$ cat config.mk
export PLATFORM = sky130hd
export DESIGN_NAME = multi_debounce
export DESIGN_NICKNAME = d
export VERILOG_FILES = /design/src/rtl/multi_debounce_pkg.sv /design/src/rtl/multi_debounce_channel.sv /design/src/rtl/multi_debounce.sv
export SDC_FILE = /design/constraint.sdc
export NUM_CORES = 1
export LEC_CHECK = 0
export ABC_AREA = 1
export ABC_CLOCK_PERIOD_IN_PS = 1700
export CORE_ASPECT_RATIO = 1.4
export CORE_MARGIN = 1
export CORE_UTILIZATION = 57
export CTS_CLUSTER_SIZE = 24
export DETAILED_ROUTE_END_ITERATION = 16
export PLACE_DENSITY_LB_ADDON = 0.12
export SETUP_SLACK_MARGIN = 0.15
export SLEW_MARGIN = 20
export SYNTH_ARGS = -nofsm -noshare
export SYNTH_HDL_FRONTEND = slang
export SYNTH_HIERARCHICAL = 1
export SYNTH_SLANG_ARGS = --single-unit
$ cat constraint.sdc
create_clock -name clk -period 1.7 [get_ports clk]
set_input_delay 0.17 -clock clk [delete_from_list [all_inputs] [get_ports clk]]
set_output_delay 0.17 -clock clk [all_outputs]
set_load 0.05 [all_outputs]
$ cat src/rtl/multi_debounce_pkg.sv
// ---------------------------------------------------------------------------
// multi_debounce_pkg
// Shared definitions for the multi-channel button conditioner:
//   - us_to_cycles / ms_to_cycles : time-to-clock-cycle conversions
//   - cnt_width                   : counter width able to hold 0..n
//   - hold_state_t                : per-channel hold FSM encoding
// ---------------------------------------------------------------------------
package multi_debounce_pkg;

   typedef enum logic [1:0] {
      IDLE = 2'd0,
      HELD = 2'd1,
      LONG = 2'd2
   } hold_state_t;

   // Divide by 1000 first so large clock rates do not overflow 32 bits.
   function automatic int unsigned us_to_cycles(input int unsigned freq_hz,
                                                input int unsigned us);
      return freq_hz / 1000 * us / 1000;
   endfunction

   function automatic int unsigned ms_to_cycles(input int unsigned freq_hz,
                                                input int unsigned ms);
      return freq_hz / 1000 * ms;
   endfunction

   // Width of a counter holding 0..n; never below 1 bit so that disabled
   // features (n = 0) still produce a legal vector.
   function automatic int unsigned cnt_width(input int unsigned n);
      return (n < 1) ? 1 : $clog2(n + 1);
   endfunction

endpackage

$ cat src/rtl/multi_debounce_channel.sv
// ---------------------------------------------------------------------------
// debounce_channel
// One button channel: 2-FF synchroniser, polarity normalisation, debounce
// counter and the IDLE/HELD/LONG hold FSM.
// Ports:
//   clk, rst_n    : clock, asynchronous active-low reset
//   btn_in        : raw asynchronous pin
//   btn_state     : debounced logical level (1 = pressed)
//   press_evt     : 1-cycle pulse on debounced 0->1
//   release_evt   : 1-cycle pulse on debounced 1->0
//   long_evt      : 1-cycle pulse after LONG_CYCLES of continuous press
//   repeat_evt    : 1-cycle pulse every REPEAT_CYCLES after long_evt
// ---------------------------------------------------------------------------
module debounce_channel
   import multi_debounce_pkg::*;
#(
   parameter int unsigned DEB_CYCLES    = 10,
   parameter int unsigned LONG_CYCLES   = 1000,
   parameter int unsigned REPEAT_CYCLES = 0,
   parameter logic        ACT_LOW       = 1'b0
) (
   input  logic clk,
   input  logic rst_n,
   input  logic btn_in,
   output logic btn_state,
   output logic press_evt,
   output logic release_evt,
   output logic long_evt,
   output logic repeat_evt
);

   localparam int unsigned DEB_W  = cnt_width(DEB_CYCLES);
   localparam int unsigned LONG_W = cnt_width(LONG_CYCLES);
   localparam int unsigned REP_W  = cnt_width(REPEAT_CYCLES);

   localparam logic [DEB_W-1:0]  DEB_LAST  = DEB_W'(DEB_CYCLES - 1);
   localparam logic [DEB_W-1:0]  DEB_ONE   = DEB_W'(1);
   localparam logic [LONG_W-1:0] LONG_LAST = LONG_W'(LONG_CYCLES - 1);
   localparam logic [LONG_W-1:0] LONG_ONE  = LONG_W'(1);
   localparam logic [REP_W-1:0]  REP_LAST  =
      REP_W'((REPEAT_CYCLES == 0) ? 0 : REPEAT_CYCLES - 1);
   localparam logic [REP_W-1:0]  REP_ONE   = REP_W'(1);

   logic              sync1_reg, sync2_reg;
   logic              logical;
   logic [DEB_W-1:0]  deb_cnt_reg, deb_cnt_next;
   logic              state_reg, state_next;
   logic              press_now, release_now;
   hold_state_t       hold_reg, hold_next;
   logic [LONG_W-1:0] hold_cnt_reg, hold_cnt_next;
   logic [REP_W-1:0]  rep_cnt_reg, rep_cnt_next;
   logic              long_now, repeat_now;
   logic              press_reg, release_reg, long_reg, repeat_reg;

   assign logical = sync2_reg ^ ACT_LOW;

   // Debounce: a change is accepted only after DEB_CYCLES consecutive
   // samples disagree with the current level; one agreeing sample restarts.
   always_comb begin
      deb_cnt_next = deb_cnt_reg;
      state_next   = state_reg;
      press_now    = 1'b0;
      release_now  = 1'b0;
      if (logical != state_reg) begin
         if (deb_cnt_reg == DEB_LAST) begin
            state_next   = logical;
            deb_cnt_next = '0;
            press_now    = logical;
            release_now  = ~logical;
         end else begin
            deb_cnt_next = deb_cnt_reg + DEB_ONE;
         end
      end else begin
         deb_cnt_next = '0;
      end
   end

   // Hold FSM reacts to the debounce decision of the same edge, so long_evt
   // lands exactly LONG_CYCLES edges after press_evt, and a release decided
   // on a threshold edge suppresses the long/repeat pulse.
   always_comb begin
      hold_next     = hold_reg;
      hold_cnt_next = hold_cnt_reg;
      rep_cnt_next  = rep_cnt_reg;
      long_now      = 1'b0;
      repeat_now    = 1'b0;
      if (release_now) begin
         hold_next     = IDLE;
         hold_cnt_next = '0;
         rep_cnt_next  = '0;
      end else begin
         case (hold_reg)
            IDLE: begin
               if (press_now) begin
                  hold_next     = HELD;
                  hold_cnt_next = '0;
               end
            end
            HELD: begin
               if (hold_cnt_reg == LONG_LAST) begin
                  long_now      = 1'b1;
                  hold_next     = LONG;
                  hold_cnt_next = '0;
                  rep_cnt_next  = '0;
               end else begin
                  hold_cnt_next = hold_cnt_reg + LONG_ONE;
               end
            end
            LONG: begin
               if (REPEAT_CYCLES != 0) begin
                  if (rep_cnt_reg == REP_LAST) begin
                     repeat_now   = 1'b1;
                     rep_cnt_next = '0;
                  end else begin
                     rep_cnt_next = rep_cnt_reg + REP_ONE;
                  end
               end
            end
            default: begin
               hold_next     = IDLE;
               hold_cnt_next = '0;
               rep_cnt_next  = '0;
            end
         endcase
      end
   end

   // Synchroniser resets to the inactive pin level so reset release on an
   // idle pin never looks like an edge.
   always_ff @(posedge clk or negedge rst_n) begin
      if (!rst_n) begin
         sync1_reg   <= ACT_LOW;
         sync2_reg   <= ACT_LOW;
         deb_cnt_reg <= '0;
         state_reg   <= 1'b0;
         press_reg   <= 1'b0;
         release_reg <= 1'b0;
      end else begin
         sync1_reg   <= btn_in;
         sync2_reg   <= sync1_reg;
         deb_cnt_reg <= deb_cnt_next;
         state_reg   <= state_next;
         press_reg   <= press_now;
         release_reg <= release_now;
      end
   end

   always_ff @(posedge clk or negedge rst_n) begin
      if (!rst_n) begin
         hold_reg     <= IDLE;
         hold_cnt_reg <= '0;
         rep_cnt_reg  <= '0;
         long_reg     <= 1'b0;
         repeat_reg   <= 1'b0;
      end else begin
         hold_reg     <= hold_next;
         hold_cnt_reg <= hold_cnt_next;
         rep_cnt_reg  <= rep_cnt_next;
         long_reg     <= long_now;
         repeat_reg   <= repeat_now;
      end
   end

   assign btn_state   = state_reg;
   assign press_evt   = press_reg;
   assign release_evt = release_reg;
   assign long_evt    = long_reg;
   assign repeat_evt  = repeat_reg;

endmodule

$ cat src/rtl/multi_debounce.sv
// ---------------------------------------------------------------------------
// multi_debounce
// N_CH-channel push-button conditioner: one debounce_channel per pin plus a
// combinational OR of every event bit.
// Ports:
//   clk, rst_n  : clock, asynchronous active-low reset
//   btn_in      : raw pins [N_CH]
//   btn_state   : debounced levels, 1 = pressed [N_CH]
//   press_evt, release_evt, long_evt, repeat_evt : per-channel 1-cycle pulses
//   any_evt     : OR of all event bits of all channels (combinational)
// ---------------------------------------------------------------------------
module multi_debounce
   import multi_debounce_pkg::*;
#(
   parameter int unsigned          CLK_FREQ_HZ = 10_000_000,
   parameter int unsigned          N_CH        = 4,
   parameter logic [N_CH-1:0]      ACTIVE_LOW  = '0,
   parameter int unsigned          DEBOUNCE_US = 500,
   parameter int unsigned          LONG_MS     = 1000,
   parameter int unsigned          REPEAT_MS   = 0
) (
   input  logic            clk,
   input  logic            rst_n,
   input  logic [N_CH-1:0] btn_in,
   output logic [N_CH-1:0] btn_state,
   output logic [N_CH-1:0] press_evt,
   output logic [N_CH-1:0] release_evt,
   output logic [N_CH-1:0] long_evt,
   output logic [N_CH-1:0] repeat_evt,
   output logic            any_evt
);

   localparam int unsigned DEB_CYCLES    = us_to_cycles(CLK_FREQ_HZ, DEBOUNCE_US);
   localparam int unsigned LONG_CYCLES   = ms_to_cycles(CLK_FREQ_HZ, LONG_MS);
   localparam int unsigned REPEAT_CYCLES = ms_to_cycles(CLK_FREQ_HZ, REPEAT_MS);

   generate
      if (N_CH < 1 || N_CH > 32) begin : g_bad_nch
         $error("multi_debounce: N_CH must be within 1..32");
      end
      if (DEB_CYCLES < 2) begin : g_bad_deb
         $error("multi_debounce: debounce time shorter than 2 clock cycles");
      end
      if (LONG_CYCLES < 2) begin : g_bad_long
         $error("multi_debounce: long-press time shorter than 2 clock cycles");
      end
      if (REPEAT_MS != 0 && REPEAT_CYCLES < 2) begin : g_bad_rep
         $error("multi_debounce: repeat period shorter than 2 clock cycles");
      end
   endgenerate

   genvar gi;
   generate
      for (gi = 0; gi < N_CH; gi++) begin : g_ch
         debounce_channel #(
            .DEB_CYCLES    (DEB_CYCLES),
            .LONG_CYCLES   (LONG_CYCLES),
            .REPEAT_CYCLES (REPEAT_CYCLES),
            .ACT_LOW       (ACTIVE_LOW[gi])
         ) u_ch (
            .clk         (clk),
            .rst_n       (rst_n),
            .btn_in      (btn_in[gi]),
            .btn_state   (btn_state[gi]),
            .press_evt   (press_evt[gi]),
            .release_evt (release_evt[gi]),
            .long_evt    (long_evt[gi]),
            .repeat_evt  (repeat_evt[gi])
         );
      end
   endgenerate

   assign any_evt = |(press_evt | release_evt | long_evt | repeat_evt);

endmodule

==> results.md <==
- Crit path max fanout: 6
- DR DRC count: 0
- Area delta synth->final: 32.3%
- Largest register FFs: 96
- Final Hold Viols: 0
- Max VDD drop: 0.000655 V
- Final worst-path cycle share: 0.999
- Synth Net Count: 1589
- # setup viols final: 0
- Area of the mapped netlist: 0.0110 mm²
- Initial DRT Pass Iterations: 6
- Num Clock Sinks: 180
- Synth Warn #: 6
- Max cap viols: 0
- WP data required: 2010 ps
- Final instance area: 0.0145 mm²
- Cell taking the most area after synthesis: dfrtp_1
- Pleak: 6.36 nW
- Psw: 2.00 mW
- Chip height: 166 µm
- Yosys cell types: 29
- Met3 wire len: 1.72 mm
- Vias in the first global route: 10121
- Multi-input gate area: 0.00699 mm²
- Cell internal pwr: 6.58 mW
- Hold WC Path Type: input port to flop
- Commonest non-fill, non-tap cells in the layout: nand2_1 (400), nor2_1 (242), dfrtp_1 (149)
- Post-synthesis sequential area ratio: 0.410
- Final Power: 8.57 mW
- Avg Cell Area, Syn: 6.97 µm²
- DR WL/cell: 16.5 µm
- Num CTS Buffers: 17
- Synth area leaders: dfrtp_1 (41%), nand2_1 (18%), nor2_1 (9.4%), nand3_1 (5.3%), inv_1 (4.9%)
- Post-detail-place hpwl: 19.1 mm
- Synth top area share: 0.410
- Slew Viols, Final: 0
- Clock tree buffer depth: 2
- CP Class: flop to flop
- Final TNS setup: 0 ps
- Reg power frac: 0.507
- Clock power share: 0.458
- Cell Area, Placed: 0.0117 mm²
- Ports: 27
- Total Routed Length: 32.6 mm
- DR top layer: met4
- Initial antenna violation count: 0
- GPL Wtd Cong: 0.937
- Synthesized instance count: 1575
- Tmin final: 1700 ps
- FILL cells: 1310
- CTS clk-pin slew, worst paths: 70 ps
- Status: finished clean
- CP startpoint kind: flop
- # rows: 59
- Routed Antenna Nets: 0
- Port buffer count: 22
- Pwr dens: 590 mW/mm²
- Layout Nets: 1736
- RSZ-0062 raised after global routing: true
- Total Routing Usage GR: 0.293
- Met2 wire len: 16.8 mm
- Most common cell after layout, fill and taps aside: nand2_1
- Layout Skew: 14.4 ps
- Die width: 119 µm
- Ant diodes: 0
- Via-to-Cell Ratio: 5.72
- Routed length on met1: 12.0 mm
- Die area: 0.0198 mm²
- 1st-iter DRT viols: 858
- First-pass GRT wire length: 46.9 mm
- Count of state elements after synthesis: 180
- Root Buffer: clkbuf_16
- Worst EP arrival: 2000 ps
- Worst-case hold slack: 174 ps
- Worst skew pair latency: 430 ps
- Power share of the combinational group: 0.036
- CTS H-tree depth: 4
- Initial Utilization: 0.586
- Layout cells sized above 1: 0.288
- TritonCTS clock tree: built
- Fmax: 589 MHz
- Via count: 11310
- Storage cell area: 0.00454 mm²
- Post-layout util: 0.775
- CORE AREA: 0.0188 mm²
- CP endpoint kind: flop
- Largest net degree at the start of global routing: 47
- Total global routing overflow: 0
- Switching portion of total power: 0.233
[per-stage QoR]
step,cells,setup slack (ps)
floorplan,1575,161
global route,1979,-62.1
CTS,1920,1.63
detailed placement,1861,47.2
global placement,1861,44.3
finish,1979,1.75
[power groups by stage]
stage | registers (mW) | logic (mW) | clock network [mW]
global route | 4.34 | 0.345 | 4.17
floorplan | 4.41 | 0.106 | 0
finish | 4.34 | 0.304 | 3.93
CTS | 4.33 | 0.274 | 4.01
detailed placement | 4.42 | 0.261 | 0
global placement | 4.41 | 0.256 | 0
[layout make-up]
| cell class | count | area share |
|---|---|---|
| clock buffers | 20 | 0.0321 |
| clock inverters | 12 | 0.00809 |
| inverters | 168 | 0.0444 |
| multi-input cells | 1215 | 0.481 |
| flip-flops and latches | 180 | 0.313 |
| well taps | 244 | 0.0210 |
| repair buffers | 140 | 0.100 |
[critical path, cell delays in order, from the launching register on]
cell       delay (ps)
dfrtp_1           420
inv_2              90
nand4_1           150
nor2_4            200
nand4_4           190
buf_12            200
clkbuf_16         150
nand4_1            80
nand2_1            70
[repair_timing]
item                                    4_1_cts  5_1_grt
pin swaps                                    34      114
endpoints found under the setup margin      107      136
hold buffers                                  1        0
endpoints found under the hold margin        40        0
resized for setup                            95      283
setup buffers                                20       41
gates cloned                                  6       18
[kinds of logic (layout without fill, tap and decap cells)]
family                     Yosys count  count (layout)  synth area share
DFF                                180             180             0.410
adders and majority gates            8               8           0.00912
and+or+nand+nor                   1087            1099             0.439
AOI/OAI and AO/OA                   52              52            0.0264
other                                4               4           0.00137
xor gates and xnor gates            52              52            0.0415
buffers and inverters              192             340            0.0725
[path summary, 6_finish.rpt]
path                                              from                             to  slack (ps)  depth (start not counted)
min                                          btn_in[2]         g_ch[2].u_ch/sync1_reg         170                          1
max reg2reg                g_ch[0].u_ch/deb_cnt_reg[4]  g_ch[0].u_ch/hold_cnt_reg[18]           2                          8
max in group asynchronous                        rst_n         g_ch[2].u_ch/press_evt         750                          3
min reg2reg                     g_ch[0].u_ch/sync1_reg           g_ch[0].u_ch/logical         350                          0
max                        g_ch[0].u_ch/deb_cnt_reg[4]  g_ch[0].u_ch/hold_cnt_reg[18]           2                          8
min in group asynchronous                        rst_n   g_ch[1].u_ch/deb_cnt_reg[10]         240                          2
[metal layers]
metal,vias up,GRT usage
li1,5320,-
met1,5299,0.339
met2,492,0.527
met3,199,0.0398
met4,0,0.141
met5,-,0
[cells in the mapped netlist, drive strengths merged]
master / n
a21o: 4
ha: 8
a21oi: 12
xnor2: 12
buf: 12
nor3: 44
xor2: 40
nor4: 8
dfrtp: 180
nor2: 298
o21bai: 8
conb: 4
inv: 168
nand2: 529
clkbuf: 12
nand3: 128
o21ai: 28
nand4: 68
nor3b: 8
and3: 4
No activity file was read; power rests on OpenSTA's default activity.
